[config.mk]
export PLATFORM = sky130hd
export DESIGN_NAME = sync_frames_n
export DESIGN_NICKNAME = d
export VERILOG_FILES = /design/src/rtl/sync_frames_pkg.sv /design/src/rtl/sync_frames_edge.sv /design/src/rtl/sync_frames_n.sv
export SDC_FILE = /design/constraint.sdc
export NUM_CORES = 1
export LEC_CHECK = 0
export ABC_CLOCK_PERIOD_IN_PS = 3620
export BUFFER_PORTS_ARGS = -buffer_cell sky130_fd_sc_hd__buf_4
export CAP_MARGIN = 5
export CORE_MARGIN = 4
export CORE_UTILIZATION = 25
export DETAILED_ROUTE_END_ITERATION = 8
export GPL_TIMING_DRIVEN = 1
export SETUP_SLACK_MARGIN = 0.15
export SLEW_MARGIN = 25
export SYNTH_ARGS = -nofsm -noshare
export SYNTH_HDL_FRONTEND = slang
export SYNTH_HIERARCHICAL = 1
export SYNTH_SLANG_ARGS = --single-unit
[constraint.sdc]
create_clock -name clk -period 3.62 [get_ports clk]
set_input_delay 0.362 -clock clk [delete_from_list [all_inputs] [get_ports clk]]
set_output_delay 0.362 -clock clk [all_outputs]
set_load 0.03 [all_outputs]
[src/rtl/sync_frames_pkg.sv]
// sync_frames_pkg
// Shared types and default sizes for the parametrised frame synchroniser.
// Contents:
//   state_t        - controller state (IDLE, ARMED, COLLECT), 2 bits
//   NCHN_DEFAULT   - default number of sensor channels
//   TMO_W_DEFAULT  - default width of the timeout value and cycle counter
// Optional feature macro used by the top level: SYNC_FRAMES_SKEW_EN
package sync_frames_pkg;

  typedef enum logic [1:0] {
    IDLE    = 2'd0,
    ARMED   = 2'd1,
    COLLECT = 2'd2
  } state_t;

  localparam int NCHN_DEFAULT  = 4;
  localparam int TMO_W_DEFAULT = 16;

endpackage

[src/rtl/sync_frames_edge.sv]
// sync_frames_edge
// Falling-edge detector for the active-low external trigger. The trigger is
// registered once into a history flop, and the detected edge is registered
// again, so o_trigs is a clean single-cycle pulse one cycle after the first
// clock edge that samples i_trig low.
// Ports:
//   clk     - clock, all logic on posedge
//   rst     - asynchronous active-high reset
//   i_trig  - active-low trigger input
//   o_trigs - registered single-cycle falling-edge pulse
module sync_frames_edge (
  input  logic clk,
  input  logic rst,
  input  logic i_trig,
  output logic o_trigs
);

  logic r_trig_d;
  logic r_trigs;
  logic w_edge;

  // History resets to 0 so a trigger held low out of reset never looks like
  // a falling edge; this is what gives the free-running mode.
  assign w_edge = r_trig_d & ~i_trig;

  // Trigger history and registered edge pulse.
  always_ff @(posedge clk or posedge rst) begin
    if (rst) begin
      r_trig_d <= 1'b0;
      r_trigs  <= 1'b0;
    end else begin
      r_trig_d <= i_trig;
      r_trigs  <= w_edge;
    end
  end

  assign o_trigs = r_trigs;

endmodule

[src/rtl/sync_frames_n.sv]
// sync_frames_n
// Aligns frame-start pulses from NCHN sensor channels to an external trigger.
// After a trigger arms the block, the first enabled channel that reports vact
// causes one simultaneous sync pulse on every enabled channel; the remaining
// channels' vacts are then swallowed until all have reported, a programmable
// timeout expires, or a new trigger re-arms the block. Channels not waiting
// on a trigger pass their vact straight through with one cycle of latency.
// Ports:
//   clk     - clock, all logic on posedge
//   rst     - asynchronous active-high reset
//   trig    - active-low trigger (held low for free-running mode)
//   vacts   - per-channel single-cycle frame-start pulses
//   enchn   - per-channel enables
//   tmo     - timeout in clk cycles, 0 disables the timeout
//   first   - pulse: first enabled vact after arming
//   sync    - per-channel sync pulses
//   busy    - high while ARMED or COLLECT
//   timeout - pulse when a collection is aborted by the timeout
//   missed  - channels still pending at abort or re-arm (held)
//   skew    - cycles from first to the last pending vact
// Optional feature: define SYNC_FRAMES_SKEW_EN to drive skew; otherwise skew
// is tied to zero. The port list is the same in both builds.
module sync_frames_n
  import sync_frames_pkg::*;
#(
  parameter int NCHN  = NCHN_DEFAULT,
  parameter int TMO_W = TMO_W_DEFAULT
) (
  input  logic             clk,
  input  logic             rst,
  input  logic             trig,
  input  logic [NCHN-1:0]  vacts,
  input  logic [NCHN-1:0]  enchn,
  input  logic [TMO_W-1:0] tmo,
  output logic             first,
  output logic [NCHN-1:0]  sync,
  output logic             busy,
  output logic             timeout,
  output logic [NCHN-1:0]  missed,
  output logic [TMO_W-1:0] skew
);

  logic             w_trigs;
  logic             w_rearm;
  logic [NCHN-1:0]  w_pend;
  logic [NCHN-1:0]  w_hit;
  logic [NCHN-1:0]  w_remain;
  logic [NCHN-1:0]  w_pass;
  logic             w_tmo_hit;
  logic             w_done_armed;
  logic             w_done_collect;

  state_t           r_state;
  logic [NCHN-1:0]  r_pending;
  logic [TMO_W-1:0] r_counter;
  logic             r_first;
  logic [NCHN-1:0]  r_sync;
  logic             r_busy;
  logic             r_timeout;
  logic [NCHN-1:0]  r_missed;

  sync_frames_edge u_edge (
    .clk     (clk),
    .rst     (rst),
    .i_trig  (trig),
    .o_trigs (w_trigs)
  );

  // A trigger with no channel enabled has nothing to wait for and is ignored.
  assign w_rearm = w_trigs & (|enchn);

  // Pending is always masked by the live enables, so a channel disabled
  // mid-operation silently drops out and is never reported as missed.
  assign w_pend   = r_pending & enchn;
  assign w_hit    = vacts & w_pend;
  assign w_remain = w_pend & ~vacts;
  assign w_pass   = enchn & vacts & ~w_pend;

  // The counter reads tmo-1 while the vacts of the last allowed cycle are
  // sampled, so the timeout pulse lands exactly tmo cycles after first.
  // The >= keeps a run from escaping if tmo is lowered mid-collection.
  assign w_tmo_hit = (tmo != '0) && (r_counter >= (tmo - TMO_W'(1)));

  assign w_done_armed   = !w_rearm && (r_state == ARMED) && (|w_hit) &&
                          (w_remain == '0);
  assign w_done_collect = !w_rearm && (r_state == COLLECT) && (w_remain == '0);

  // Controller: state, pending set, cycle counter and all registered outputs.
  // A re-arm takes priority over everything; a vact arriving in the same
  // cycle is judged against the new pending set, so it neither passes
  // through nor counts as the first vact.
  always_ff @(posedge clk or posedge rst) begin
    if (rst) begin
      r_state   <= IDLE;
      r_pending <= '0;
      r_counter <= '0;
      r_first   <= 1'b0;
      r_sync    <= '0;
      r_busy    <= 1'b0;
      r_timeout <= 1'b0;
      r_missed  <= '0;
    end else begin
      r_first   <= 1'b0;
      r_timeout <= 1'b0;
      r_sync    <= w_pass;
      r_pending <= w_pend;
      if (w_rearm) begin
        if (r_state == COLLECT) begin
          r_missed <= w_pend;
        end
        r_state   <= ARMED;
        r_busy    <= 1'b1;
        r_pending <= enchn;
        r_counter <= '0;
        r_sync    <= '0;
      end else begin
        case (r_state)
          IDLE: begin
            r_busy <= 1'b0;
          end
          ARMED: begin
            if (|w_hit) begin
              r_first   <= 1'b1;
              r_sync    <= enchn;
              r_pending <= w_remain;
              r_counter <= '0;
              if (w_remain == '0) begin
                r_state  <= IDLE;
                r_busy   <= 1'b0;
                r_missed <= '0;
              end else begin
                r_state <= COLLECT;
                r_busy  <= 1'b1;
              end
            end else if (w_pend == '0) begin
              // Every armed channel was disabled before any fired.
              r_state <= IDLE;
              r_busy  <= 1'b0;
            end
          end
          COLLECT: begin
            r_pending <= w_remain;
            if (r_counter != '1) begin
              r_counter <= r_counter + TMO_W'(1);
            end
            if (w_remain == '0) begin
              r_state  <= IDLE;
              r_busy   <= 1'b0;
              r_missed <= '0;
            end else if (w_tmo_hit) begin
              r_timeout <= 1'b1;
              r_missed  <= w_remain;
              r_pending <= '0;
              r_state   <= IDLE;
              r_busy    <= 1'b0;
            end
          end
          default: begin
            r_state   <= IDLE;
            r_busy    <= 1'b0;
            r_pending <= '0;
          end
        endcase
      end
    end
  end

`ifdef SYNC_FRAMES_SKEW_EN
  logic [TMO_W-1:0] r_skew;

  // Skew is loaded only on normal completion; timeouts and re-arms keep the
  // last measured value. Completing straight from ARMED means all channels
  // fired together.
  always_ff @(posedge clk or posedge rst) begin
    if (rst) begin
      r_skew <= '0;
    end else if (w_done_armed) begin
      r_skew <= '0;
    end else if (w_done_collect) begin
      r_skew <= r_counter;
    end
  end

  assign skew = r_skew;
`else
  assign skew = '0;
`endif

  assign first   = r_first;
  assign sync    = r_sync;
  assign busy    = r_busy;
  assign timeout = r_timeout;
  assign missed  = r_missed;

endmodule

After elaboration in Yosys (flattened, before gate mapping)
Index checks and enable logic that the tools add are counted.
{ "classes": {"n_eq_ne": 10, "mux": 40, "magnitude_cmp": 1, "reduce_logical": 13, "addsub": 2, "n_bitwise": 10} }
{ "op_table": {"columns": ["op", "count"], "rows": [
  ["two-way mux 4 bit", 13],
  ["two-way mux 16 bit", 3],
  ["one-hot mux 16 bit (2 select lines)", 1],
  ["bitwise AND 4 bit", 5],
  ["adder 16 x 1 -> 16 bit (second input constant)", 1],
  ["greater-or-equal comparator 16 bit", 1],
  ["inequality test 16 bit (second input constant)", 1],
  ["nonzero test 16 bit", 1],
  ["subtractor 16 x 1 -> 16 bit (second input constant)", 1],
  ["two-way mux 1 bit", 13],
  ["two-way mux 2 bit", 6],
  ["one-hot mux 4 bit (3 select lines)", 1],
  ["inequality test 3 x 2 -> 1 bit (second input constant)", 3],
  ["logical NOT 4 bit", 2],
  ["inverter 4 bit", 2],
  ["one-hot mux 4 bit (2 select lines)", 1],
  ["OR reduction 4 bit", 2],
  ["one-hot mux 2 bit (3 select lines)", 1],
  ["AND reduction 3 bit", 2],
  ["AND reduction 5 bit", 1],
  ["inequality test 4 x 2 -> 1 bit (second input constant)", 1],
  ["inequality test 4 bit (second input constant)", 1],
  ["nonzero test 3 bit", 1],
  ["bitwise AND 1 bit", 2],
  ["other kinds (10)", 10]
]} }
{ "word_totals": {"output_inout_bits": 27, "ff_bits": 35} }

Depth between registers and ports, before layout
Gate-level depths: netlist of the first run.
{ "depth": {"ltp_word": 7, "depth_mapped": 12} }

Hierarchy
Netlist of the first run, hierarchy kept.
{ "modules_own_cells": {"columns": ["module", "area_per_inst_um2", "cells_per_inst", "n_inst"], "rows": [
  ["sync_frames_n", 2703.8, 307, 1],
  ["sync_frames_edge", 67.6, 4, 1]
]} }

Worst setup path before layout of the first run
No wires, ideal clock.
{ "synth_timing": {"kind": "input port to flip-flop", "startpoint": "input tmo[7]", "endpoint": "register r_pending[0]", "cell_stages": 11, "required_ns": 3.479, "slack_ns": 0.646, "setup_ns": 0.141, "t_arrival_ns": 2.832, "path_cell_list": "nor4_1 -> and3_1 -> nand3b_1 -> xor2_1 -> ha_1 -> and4_1 -> nand3_1 -> a221o_1 -> and4b_1 -> nor4_1 -> o21ai_0"} }
{ "synth_between": {"elab_chain_len": 7, "elab_cells_between_ends": 8, "cone_classes": "add/sub (1); order compare (1); mux (4); reduce/logical (2)"} }
{ "synth_lines": {"columns": ["item", "line_no", "source"], "rows": [
  ["start: declaration", "sync_frames_n.sv:34", "input logic [TMO_W-1:0] tmo,"],
  ["subtractor 16 x 1 -> 16 bit", "sync_frames_n.sv:82", "assign w_tmo_hit = (tmo != '0) && (r_counter >= (tmo - TMO_W'(1)));"],
  ["greater-or-equal comparator 16 bit", "sync_frames_n.sv:82", null],
  ["logical AND 1 bit (*)", "sync_frames_n.sv:82", null],
  ["two-way mux 4 bit (*)", "sync_frames_n.sv:150", "end else if (w_tmo_hit) begin"],
  ["two-way mux 4 bit (*)", "sync_frames_n.sv:146", "if (w_remain == '0) begin"],
  ["one-hot mux 4 bit (3 select lines) (*)", "sync_frames_n.sv:117", "case (r_state)"],
  ["two-way mux 4 bit (*)", "sync_frames_n.sv:107", "if (w_rearm) begin"],
  ["end signal: assignment", "sync_frames_n.sv:106", "r_pending <= w_pend;"],
  ["end signal: assignment", "sync_frames_n.sv:113", "r_pending <= enchn;"],
  ["end signal: assignment", "sync_frames_n.sv:125", "r_pending <= w_remain;"],
  ["end: declaration", "sync_frames_n.sv:54", "logic [NCHN-1:0] r_pending;"]
]} }
Every way passes the cells marked *; elsewhere a longest branch is shown, timed or not.
A chain may end at the register's enable or synchronous reset.

Worst setup path after layout of the first run
{ "layout_timing": {"startpoint": "input tmo[7]", "endpoint": "register r_pending[2]"} }
Same word-level chain as after synthesis.

==> results.toml, run 1 <==
[status]
status = "finished clean"

[layout]
final_cell_area_sq_um = 3269
drive_gt1_frac = 0.1859
layout_commonest_cell = "buf_4"
n_fill_cell = 1147
syn2layout_area_growth_pct = 17.97
final_cells = 495
num_antenna_cells = 0
fin_nets = 404
layout_common_cells = "buf_4, dfrtp_1, nand2_1, ha_1, o21ai_0"

[sta]
finClkSkew_ns = 0.007887
fin_tns_setup_ns = 0
max_freq_ghz = 0.3250
final-hold-violation-count = 0
period_needed_ns = 3.077
hold_ws_ns = 0.2008
rsz0062_at_grt = "no"
post-route-period-util = 0.8499
timing.slew.headroom = 0.4408
report.final.slew_viol_count = 0
layout_setup_ws_ns = 0.5433
tightest_slew_ns = 0.8379
setup-violations-final = 0

[global_route]
grt_pass1_vias = 2272
grt_pass1_wl_microns = 10840
antenna_found_initial = 0
grt_use_total = 0.1034
grt_start_max_net_pins = 22
overflow = 0

[die]
dieArea_sq_um = 12830
die_w_microns = 113.3
die_h_microns = 113.3
io_pins = 54
core_sq_um = 10840
initial_core_util = 0.2557
rows = 38

[placement]
io_buffer_count = 37
placedCellCount = 486
gp_congestion = 0.8814
dpl_cell_area_sq_um = 3178
place_ws_ns = 0.2351
dp_hpwl_microns = 5321

[hold_path]
min_path_cells = 1
min-delay-start = "trig"
min_path_type = "in -> reg"

[logic_synthesis]
yosysUniqueCellTypes = 51
synth_area_sq_um = 2771
synth_top_family_by_area = "simple AND/OR/NAND/NOR gates"
synthSimpleGateAreaFrac = 0.2501
async_flop_share = 1.000
synth_compound_area_frac = 0.1675
ys.flop_type = "dfrtp_1"
synth_seq_cells = 35
synthXorXnorAreaFrac = 0.05688
yosysSeqAreaShare = 0.3160
postSynthAreaPerCell_sq_um = 8.911
synthMuxAreaShare = 0.02528
yosysWarnings = 6
synth-edff-count = 0
yosys.area_share.adder = 0.1038
syn_inst = 311

[clock_tree]
cts_resized = 0
clk-insertion-delay-late_ns = 0.29
htree_levels = 2
hold_buffers = 1
cts_buffers = 5
postCtsSetupBuffers = 0
clockRootBuffer = "clkbuf_8"
clkTransAtPathRegs_ns = 0.07
cts_tree = "yes"
clockBufferDepth = 2
cts_sinks = 35

[worst_setup_path]
arrival_ns = 3.22
rr_worst_depth = 7
worstPathRequired_ns = 3.77
worstSetupStartpointType = "primary input"
critPathKind = "in -> reg"
worst-path-max-fanout = 4
endpoint_kind = "flip-flop"
reg2reg_from = "r_counter[15]$_DFFE_PP0P_"
cp-startpoint = "tmo[7]"

[routing]
finalWirelength_microns = 6618
drt_pre_antenna_iters = 4
post_drt_via_cell_ratio = 4.816
num_vias = 2384
detail_route.wl_per_cell_microns = 13.37
ant_nets = 0
drc = 0
first_iter_violations = 77

[job]
maxCapViolations = 0

[power]
power.density_nw_per_um2 = 294.1
p_leak_nw = 1.418
ir_drop_uv = 128.8
==> power breakdown <==
group	switching [W]	internal, W
registers	0.0000138	0.000406
clock network	0.000141	0.000135
logic	0.000165	0.0000994
==> Yosys cell counts, types with 7 or more instances <==
master | n | area, sq um
a21oi_1 | 18 | 90.09
buf_4 | 17 | 127.6
dfrtp_1 | 35 | 875.8
ha_1 | 23 | 287.8
inv_1 | 15 | 56.30
nand2_1 | 31 | 116.4
nand3_1 | 12 | 60.06
nor2_1 | 18 | 67.56
nor3_1 | 11 | 55.05
o2111ai_1 | 7 | 61.31
o21ai_0 | 20 | 100.1
xor2_1 | 12 | 105.1
==> worst max-delay path, cell delays in order <==
cell and delay, ns:
buf_4 0.12, nor4_1 0.34, and3_1 0.28, nand3b_1 0.10, xor2_1 0.17, ha_1 0.31, and4_1 0.26, nand3_1 0.08
a221o_1 0.29, and4b_1 0.24, nor4_1 0.48, o21ai_0 0.19
==> stage by stage <==
| step | utilization | power (W) |
|---|---|---|
| 2_1_floorplan | - | 0.0006146 |
| 3_3_place_gp | 0.2932 | 0.0006881 |
| 3_5_place_dp | 0.2932 | 0.0006933 |
| 4_1_cts | 0.3016 | 0.0009711 |
| 5_1_grt | 0.3016 | 0.001018 |
| 6_report | 0.3016 | 0.0009614 |
==> sequential cells by signal, indices dropped and copies added, names as in the netlist <==
signal,count
busy,1
first,1
missed,4
r_counter,16
r_pending,4
r_state,2
sync,4
timeout,1
u_edge/o_trigs,1
u_edge/r_trig_d,1
==> worst paths after layout <==
kind                       slack (ns)                   endpoint
setup / recovery                 0.54     r_pending[2]$_DFF_PP0_
hold / removal                   0.20  u_edge/r_trig_d$_DFF_PP0_
setup reg to reg                 1.18     r_pending[2]$_DFF_PP0_
hold reg to reg                  0.48   u_edge/o_trigs$_DFF_PP0_
max in group asynchronous        2.11   r_counter[1]$_DFFE_PP0P_
min in group asynchronous        0.48   u_edge/o_trigs$_DFF_PP0_
==> layout make-up <==
type,instances,area [sq um],share of cell area
inverters,15,56.30,0.01722
well taps,140,175.2,0.05358
clock inverters,1,5.005,0.001531
multi-input cells,251,1733,0.5300
flip-flops and latches,35,875.8,0.2679
clock buffers,7,76.32,0.02334
repair buffers,46,347.8,0.1064
==> metal layers <==
| metal | share of wire | GRT usage |
|---|---|---|
| met1 | 0.44 | 0.1277 |
| met2 | 0.51 | 0.1789 |
| met3 | 0.037 | 0.02353 |
| met4 | 0.017 | 0.03205 |
| met5 | 0 | 0 |
==> logic make-up (layout without fill, tap and decap cells) <==
kind of cell / count (synthesis) / count (layout)
xor gates and xnor gates: 18 / 18
other: 1 / 16
muxes: 6 / 6
adders and majority gates: 23 / 23
AOI/OAI and AO/OA: 67 / 67
DFF: 35 / 35
and+or+nand+nor: 121 / 121
buffers and inverters: 40 / 69
Note: power is estimated with default switching activity, not from simulation.
==> run 2: changes to the inputs <==
--- a/config.mk
+++ b/config.mk
@@ -5,7 +5,7 @@
 export SDC_FILE = /design/constraint.sdc
 export NUM_CORES = 1
 export LEC_CHECK = 0
-export ABC_CLOCK_PERIOD_IN_PS = 3620
+export ABC_CLOCK_PERIOD_IN_PS = 2600
 export BUFFER_PORTS_ARGS = -buffer_cell sky130_fd_sc_hd__buf_4
 export CAP_MARGIN = 5
 export CORE_MARGIN = 4
==> constraint.sdc (replaced) <==
create_clock -name clk -period 2.6 [get_ports clk]
set_input_delay 0.26 -clock clk [delete_from_list [all_inputs] [get_ports clk]]
set_output_delay 0.26 -clock clk [all_outputs]
set_load 0.03 [all_outputs]
==> run 2 against run 1 <==
The run now ends with negative setup slack left. Sequential power rose by 39%. Sequential cell count is the same. Final cell count increased by 4.4%. Hold slack worse by 0.10 ns. Die area stayed put. Via count rose by 4.6%. Combinational power rose by 65%. Clock skew decreased by 0.0039 ns. Count of clock-buffer cells in the layout is 2 lower. Routed wire length rose by 7.2%. Largest power group is now the clock network.
==> results.toml, run 2 (synthesis results as in run 1) <==
[layout]
syn2layout_area_growth_pct = 32.82
largest_reg_flops = 16
num_antenna_cells = 0
final_cell_area_sq_um = 3681
fin_nets = 426
layout_common_cells = "buf_4, dfrtp_1, nand2_1, ha_1"
n_fill_cell = 1113
final_cells = 517
drive_gt1_frac = 0.2891
layout_commonest_cell = "buf_4"
largest_register = "r_counter"

[sta]
tightest_slew_ns = 0.5221
layout_setup_ws_ns = -0.04504
report.final.slew_viol_count = 0
timing.slew.headroom = 0.6519
max_freq_ghz = 0.3781
rsz0062_at_grt = "yes"
final-hold-violation-count = 0
period_needed_ns = 2.645
finClkSkew_ns = 0.004016
setup-violations-final = 6
post-route-period-util = 1.017

[global_route]
antenna_found_initial = 0
grt_pass1_vias = 2527
grt_start_max_net_pins = 34
grt_use_total = 0.1124
grt_pass1_wl_microns = 11940
overflow = 0

[routing]
drc = 0
finalWirelength_microns = 7097
first_iter_violations = 187
post_drt_via_cell_ratio = 4.822
detail_route.wl_per_cell_microns = 13.73
num_vias = 2493
ant_nets = 0
drt_pre_antenna_iters = 4

[worst_setup_path]
worstPathRequired_ns = 2.78
rr_worst_depth = 6
path_buf_inv = 2
endpoint_kind = "flip-flop"
cpMaxStageDelayCell = "ha_1"
worstSetupStartpointType = "primary input"
cp.depth = 13
arrival_ns = 2.82
path_cells = "buf_8 > nor4_4 > and3_4 > nand3b_1 > xor2_1 > ha_1 > and4_4 > nand3_2 > a221o_1 > nand4b_1 > buf_6 > o2bb2ai_4 > mux2_4"
cp_top_family = "simple AND/OR/NAND/NOR gates"
slowest_delay_ns = 0.33
critPathKind = "in -> reg"
worst-path-max-fanout = 4

[clock_tree]
cts_tree = "yes"
clockBufferDepth = 2
clockRootBuffer = "clkbuf_8"
htree_levels = 2
cts_sinks = 35
cts_buffers = 5
clkTransAtPathRegs_ns = 0.08
clk-insertion-delay-late_ns = 0.29

[power]
power.density_nw_per_um2 = 440.2
ir_drop_uv = 180.0
p_leak_nw = 1.589

[job]
maxCapViolations = 0

[hold_path]
min_path_type = "in -> reg"
min_path_cells = 1

[die]
die_h_microns = 113.3
die_w_microns = 113.3
rows = 38
initial_core_util = 0.2557
dieArea_sq_um = 12830
io_pins = 54
core_sq_um = 10840

[placement]
dpl_cell_area_sq_um = 3354
dp_hpwl_microns = 5514
gp_congestion = 0.8628
placedCellCount = 504
io_buffer_count = 37

[status]
violations = "negative setup slack"
status = "complete, but fails checks"
==> run 2: repair_timing <==
action | CTS | global route
endpoints found under the hold margin | 2 | 0
buffers inserted | 2 | 2
resized for setup | 16 | 21
hold buffers | 1 | 0
endpoints found under the setup margin | 12 | 12
pin swaps | 11 | 18
==> run 2: path summary, 6_finish.rpt <==
kind	to	slack (ns)	start
min in group asynchronous	u_edge/r_trig_d$_DFF_PP0_	0.38	rst
worst max register to register	busy$_DFFE_PP0P_	0.31	r_pending[1]$_DFF_PP0_
worst min register to register	u_edge/o_trigs$_DFF_PP0_	0.48	u_edge/r_trig_d$_DFF_PP0_
worst max-delay path	busy$_DFFE_PP0P_	-0.05	tmo[4]
max in group asynchronous	timeout$_DFF_PP0_	1.65	rst
worst min-delay path	u_edge/r_trig_d$_DFF_PP0_	0.1	trig
==> run 2: area by class of cell <==
cell class	count	area (sq um)	share of cell area
clock buffer	5	68.82	0.01869
clock inverter	3	67.56	0.01835
inverter	15	56.30	0.01530
multi-input combinational	251	1891	0.5136
sequential	35	875.8	0.2379
tap	140	175.2	0.04759
timing repair buffer	68	546.8	0.1485
==> run 2: through the flow <==
step | TNS (ns) | hold WS (ns) | power (W) | utilization | worst slack [ns]
4_1_cts | -0.2016 | 0.09154 | 0.001607 | 0.3289 | -0.04965
5_1_grt | -1.239 | 0.08298 | 0.001694 | 0.3396 | -0.1551
6_report | -0.1780 | 0.09786 | 0.001620 | 0.3396 | -0.04504
3_5_place_dp | -5.067 | 0.1343 | 0.0009965 | 0.3094 | -0.4948
2_1_floorplan | -0.7133 | 0.001185 | 0.0008600 | - | -0.08816
3_3_place_gp | -4.165 | 0.1268 | 0.0009888 | 0.3094 | -0.3997
==> run 2: metal layers <==
metal | GRT usage | vias to the layer above | part of all wire
met4 | 0.04087 | 0 | 0.021
met2 | 0.1900 | 58 | 0.50
li1 | - | 1233 | -
met5 | 0 | - | 0
met3 | 0.01658 | 11 | 0.038
met1 | 0.1454 | 1191 | 0.44
==> run 2: where the power goes <==
group	internal (W)	switching, W
logic	0.000174	0.000262
registers	0.000565	0.0000199
clock network	0.000383	0.000216
